$ cat src/rtl/gpio_vector_pkg.sv
// gpio_vector_pkg: pad map constants and the fixed output-enable mask for openframe_gpio_vector
package gpio_vector_pkg;
    localparam int NUM_GPIO    = 44;
    localparam int VEC_LSB     = 16;
    localparam int UART_TX_PAD = 6;
    localparam int HK_CSB_PAD  = 3;
    localparam int CLK_PAD     = 38;
    localparam int NUM_FLASH   = 6;
    localparam int FLASH_PADS [NUM_FLASH] = '{36, 37, 39, 40, 41, 42};

    // Output enables are active-low; only the vector pads and the TX pad drive.
    // Reserved pads are forced released last so a wide vector can never claim them.
    function automatic logic [NUM_GPIO-1:0] oeb_mask(int width);
        logic [NUM_GPIO-1:0] m;
        m = '1;
        for (int i = 0; i < width; i++) m[VEC_LSB + i] = 1'b0;
        m[UART_TX_PAD] = 1'b0;
        m[HK_CSB_PAD]  = 1'b1;
        m[CLK_PAD]     = 1'b1;
        for (int i = 0; i < NUM_FLASH; i++) m[FLASH_PADS[i]] = 1'b1;
        return m;
    endfunction
endpackage

$ cat src/rtl/gpio_vector_uart_tx.sv
// gpio_vector_uart_tx: 8N1-style shift-register transmitter (start 0, data LSB first, stop 1)
//   clock, rst_n : clock and async active-low reset (line returns to 1)
//   start, data  : load a frame; ignored while busy
//   tx, busy     : serial line and frame-in-progress flag
module gpio_vector_uart_tx #(
    parameter int DATA_W       = 8,
    parameter int CLKS_PER_BIT = 16
) (
    input  logic              clock,
    input  logic              rst_n,
    input  logic              start,
    input  logic [DATA_W-1:0] data,
    output logic              tx,
    output logic              busy
);
    localparam int FW = DATA_W + 2;
    localparam int CW = CLKS_PER_BIT > 1 ? $clog2(CLKS_PER_BIT) : 1;
    localparam int BW = $clog2(FW + 1);

    logic [FW-1:0] sh;
    logic [CW-1:0] cnt;
    logic [BW-1:0] left;

    assign busy = left != '0;
    assign tx   = sh[0];

    // Ones shift in from the top, so the line rests at 1 once the frame is out.
    always_ff @(posedge clock or negedge rst_n) begin
        if (!rst_n) begin
            sh   <= '1;
            cnt  <= '0;
            left <= '0;
        end else if (start && !busy) begin
            sh   <= {1'b1, data, 1'b0};
            cnt  <= '0;
            left <= BW'(FW);
        end else if (busy) begin
            if (cnt == CW'(CLKS_PER_BIT - 1)) begin
                cnt  <= '0;
                sh   <= {1'b1, sh[FW-1:1]};
                left <= left - 1'b1;
            end else begin
                cnt <= cnt + 1'b1;
            end
        end
    end
endmodule

$ cat src/rtl/openframe_gpio_vector.sv
// openframe_gpio_vector: free-running counting vector on gpio[23:16] for pad/clock bring-up
//   clock    : system clock (from gpio[38])
//   resetb   : async active-low reset, release synchronized over 2 flops
//   gpio_in  : pad inputs (not used by the logic)
//   gpio_out : vector on pads 16+, UART TX (or constant 1) on pad 6, 0 elsewhere
//   gpio_oeb : constant active-low enable mask
// Optional GPIO_VECTOR_UART_EN: each new vector value is sent as a serial frame on gpio[6].
module openframe_gpio_vector
    import gpio_vector_pkg::*;
#(
    parameter int WIDTH        = 8,
    parameter int PRESCALE     = 256,
    parameter int CLKS_PER_BIT = 16
) (
    input  logic                clock,
    input  logic                resetb,
    input  logic [NUM_GPIO-1:0] gpio_in,
    output logic [NUM_GPIO-1:0] gpio_out,
    output logic [NUM_GPIO-1:0] gpio_oeb
);
    localparam int PW = $clog2(PRESCALE);

    logic [1:0]       sync;
    logic             rst_n;
    logic [PW-1:0]    pre;
    logic             step;
    logic [WIDTH-1:0] vec;
    logic [WIDTH-1:0] vec_next;
    logic             tx;
    logic             in_unused;

    assign in_unused = ^gpio_in;

    // Assertion is immediate through the flops' async clear; only release is synchronized.
    always_ff @(posedge clock or negedge resetb) begin
        if (!resetb) sync <= '0;
        else         sync <= {sync[0], 1'b1};
    end

    assign rst_n    = sync[1];
    assign step     = pre == PW'(PRESCALE - 1);
    assign vec_next = vec + 1'b1;

    always_ff @(posedge clock or negedge rst_n) begin
        if (!rst_n) begin
            pre <= '0;
            vec <= '0;
        end else begin
            pre <= step ? '0 : pre + 1'b1;
            if (step) vec <= vec_next;
        end
    end

`ifdef GPIO_VECTOR_UART_EN
    logic tx_busy;

    // Loading on the same edge as the vector update makes the start bit coincide with the new value.
    gpio_vector_uart_tx #(
        .DATA_W      (WIDTH),
        .CLKS_PER_BIT(CLKS_PER_BIT)
    ) u_tx (
        .clock(clock),
        .rst_n(rst_n),
        .start(step && !tx_busy),
        .data (vec_next),
        .tx   (tx),
        .busy (tx_busy)
    );
`else
    localparam int cpb_unused = CLKS_PER_BIT;

    assign tx = 1'b1;
`endif

    always_comb begin
        gpio_out = '0;
        gpio_out[VEC_LSB +: WIDTH] = vec;
        gpio_out[UART_TX_PAD] = tx;
    end

    assign gpio_oeb = oeb_mask(WIDTH);
endmodule

$ cat config.mk
export PLATFORM = sky130hd
export DESIGN_NAME = openframe_gpio_vector
export DESIGN_NICKNAME = d
export VERILOG_FILES = /design/src/rtl/gpio_vector_pkg.sv /design/src/rtl/gpio_vector_uart_tx.sv /design/src/rtl/openframe_gpio_vector.sv
export SDC_FILE = /design/constraint.sdc
export NUM_CORES = 1
export LEC_CHECK = 0
export CAP_MARGIN = 20
export CELL_PAD_IN_SITES_DETAIL_PLACEMENT = 1
export CELL_PAD_IN_SITES_GLOBAL_PLACEMENT = 1
export CORE_ASPECT_RATIO = 0.7
export CORE_MARGIN = 2
export CORE_UTILIZATION = 18
export DETAILED_ROUTE_END_ITERATION = 12
export PLACE_DENSITY_LB_ADDON = 0.1
export SETUP_SLACK_MARGIN = 0.3
export SLEW_MARGIN = 25
export SYNTH_ARGS = -nofsm -noshare
export SYNTH_HDL_FRONTEND = slang
export SYNTH_SLANG_ARGS = --single-unit
export TNS_END_PERCENT = 10
$ cat constraint.sdc
create_clock -name clock -period 0.8 [get_ports clock]
set_input_delay 0.16 -clock clock [delete_from_list [all_inputs] [get_ports clock]]
set_output_delay 0.16 -clock clock [all_outputs]
set_load 0.03 [all_outputs]
==> summary.txt <==
Peak Freq: 764.3 MHz
post-synthesis share of cell area spent on and, or, nand and nor gates: 0.1168
highest net fanout along the worst path: 10
synth unique cells: 24
gp weighted congestion: 0.6570
multiplexer area fraction after synthesis: 0.008021
final hold vios: 0
status: finished, violations left
fin nets: 229
count of standard-cell rows: 26
setup repair after global routing missed its margin: true
WL/cell: 9.022 um
share of cells above drive strength 1: 0.3000
most common library cell in the layout ignoring fill and taps: conb_1
total overflow reported by the global router: 0
maximum clock insertion buffer count: 2
fraction of synthesis flops using an asynchronous set or reset pin: 1.000
worst-skew pair later-pin latency: 260 ps
count of synthesis-stage warnings from yosys: 0
final setup violation count: 24
most used cells in the layout excluding fill and tap cells: conb_1 (81), buf_4 (14), buf_6 (12)
number of detailed-route iterations in the first pass: 2
total power per unit cell area: 1316 nW/um^2
CP arrival: 1500 ps
leakage power of the design: 0.9137 nW
Multi-input gate area: 684.4 um^2
count of hold buffers inserted by post-cts repair: 0
Syn-to-layout area delta: 19.96%
area inside the core boundary: 7417 um^2
Overall Power: 2.216 mW
post-synthesis share of cell area spent on xor and xnor gates: 0.06863
largest family of logic cells by synthesized area: buffers and inverters
Slew Limit Fails: 0
number of antenna cells inserted: 0
combined flip-flop and latch cell area: 460.4 um^2
total wire length after detailed routing: 2508 um
Seq/Total Area, Yosys: 0.3209
dominant synthesized flop cell: dfrtp_1
EDFF count, synth: 0
failing checks: negative setup slack
Hold Path Class: in -> async
post-synthesis register bit count: 18
largest vdd supply drop: 0.3177 mV
number of maximum-capacitance violations: 0
Filler cells: 894
total negative setup slack: -8603 ps
post-synthesis instance total: 146
compound-cell area share of the yosys netlist: 0.01872
TritonCTS clock tree: built
overall die width: 109.6 um
kind of start point of the critical path: flip-flop
adder-cell share of the synthesized area: 0.01783
time the worst path needs with I/O delays and setup: 1308 ps
maximum number of pins on one net before global-route repair: 17
Mean Syn Cell Area: 9.615 um^2
setup slack of the critical path after layout: -508.3 ps
global-route wire length before repair: 4002 um
antenna violations before repair: 0
worst-case clock skew: 6.790 ps
Clock Root Buffer: clkbuf_8
cells along the critical path: ha_2 > nand3_4 > buf_12 > nor3_1 > xor2_1
slowest stage delay, CP: 360 ps
share of the clock period used by the worst path after layout: 1.635
Post-route DRC: 0
design area: 1684 um^2
clock buffers created by TritonCTS: 3
crit path capture type: flip-flop
area post-placement: 1555 um^2
effective utilization at floorplan: 0.1893
clock-pin slew on the worst setup and hold paths: 80 ps
Critical-path top delay cell: dfrtp_1
vias after detailed routing: 800
first-iteration detailed-routing DRC count: 18
number of clock sinks: 18
vertical die dimension: 77.89 um
H-Tree Level Count: 1
vias in the first global route: 768
ports placed on the boundary: 134
overall routing resource usage: 0.06028
post-detailed-route via-to-cell ratio: 2.878
cells on worst reg2reg path: 5
Crit Path Class: reg -> reg
area enclosed by the die boundary: 8533 um^2
count of input and output buffers: 9
critical path data required time: 990 ps
total half-perimeter wirelength after legalization and detailed placement: 2108 um
remaining antenna violation count: 0
combined area of all synthesized cells: 1404 um^2
through the flow:
step,std cells,hold WS (ps),utilization,setup WS [ps]
finish,278,54.25,0.2271,-508.3
global route,278,51.68,0.2271,-586.6
CTS,278,49.11,0.2259,-513.9
detailed placement,273,199.4,0.2097,-562.8
global placement,273,199.9,0.2097,-492.0
floorplan,225,-135.6,-,-472.6
layout make-up:
type / count / area share
Clock buffer: 4 / 0.03269
Inverter: 3 / 0.006686
Tap cell: 98 / 0.07281
Multi-Input combinational cell: 123 / 0.4064
Timing Repair Buffer: 32 / 0.2080
Sequential cell: 18 / 0.2734
power breakdown:
group / internal [mW] / switching, mW / total, mW
Sequential: 0.914 / 0.00126 / 0.915
Combinational: 0.00761 / 0.516 / 0.524
Clock: 0.438 / 0.339 / 0.777
Total: 1.36 / 0.856 / 2.22
repair_timing:
action | in CTS | in global routing
buffers inserted | 1 | 0
setup endpoints to repair | 24 | 24
pin swaps | 3 | 4
resized for setup | 15 | 3
synth_stat cells (2+ instances only):
cell type  count  area [um^2]
nor3_1         3        15.01
buf_4         80        600.6
conb_1         2        7.510
nor4_2         3        37.54
nand3_1        6        30.03
inv_1          3        11.26
dfrtp_1       18        450.4
xor2_1        10        87.58
nor2_1         3        11.26
ha_1           2        25.02
nand4_1        2        12.51
nand2_1        2        7.510
path summary, 6_finish.rpt:
| path | start | end | slack, ps |
|---|---|---|---|
| setup / recovery | pre[1] | vec[4] | -510 |
| max in group asynchronous | sync[1] | vec[1] | 400 |
| hold / removal | resetb | sync[0] | 50 |
| min in group clock | sync[0] | sync[1] | 360 |
| setup reg to reg | pre[1] | vec[4] | -510 |
| hold reg to reg | sync[1] | vec[7] | 190 |
cells by family after synthesis:
family                     count (synthesis)
muxes                                      1
other                                      2
adders and majority gates                  2
buffers and inverters                     84
AOI/OAI and AO/OA                          4
and+or+nand+nor                           24
xor gates and xnor gates                  11
DFF                                       18
critical path, delay by kind of cell (launching register included):
kind,cells,cell delay (ps)
and+or+nand+nor,2,330
buffers and inverters,1,170
xor gates and xnor gates,1,160
DFF,1,360
adders and majority gates,1,220
flip-flops by register name, indices dropped and copies added, names as in the netlist:
| name | flops |
|---|---|
| pre | 8 |
| sync | 2 |
| vec | 8 |
per-layer routing:
metal	vias up	routed length, um	track usage	share of wire
li1	377	-	-	-
met1	374	1041	0.07770	0.42
met2	44	1211	0.09506	0.48
met3	5	239	0.02437	0.095
met4	0	15	0.01139	0.0060
met5	-	0	0	0
(Power assumes the default switching activity.)
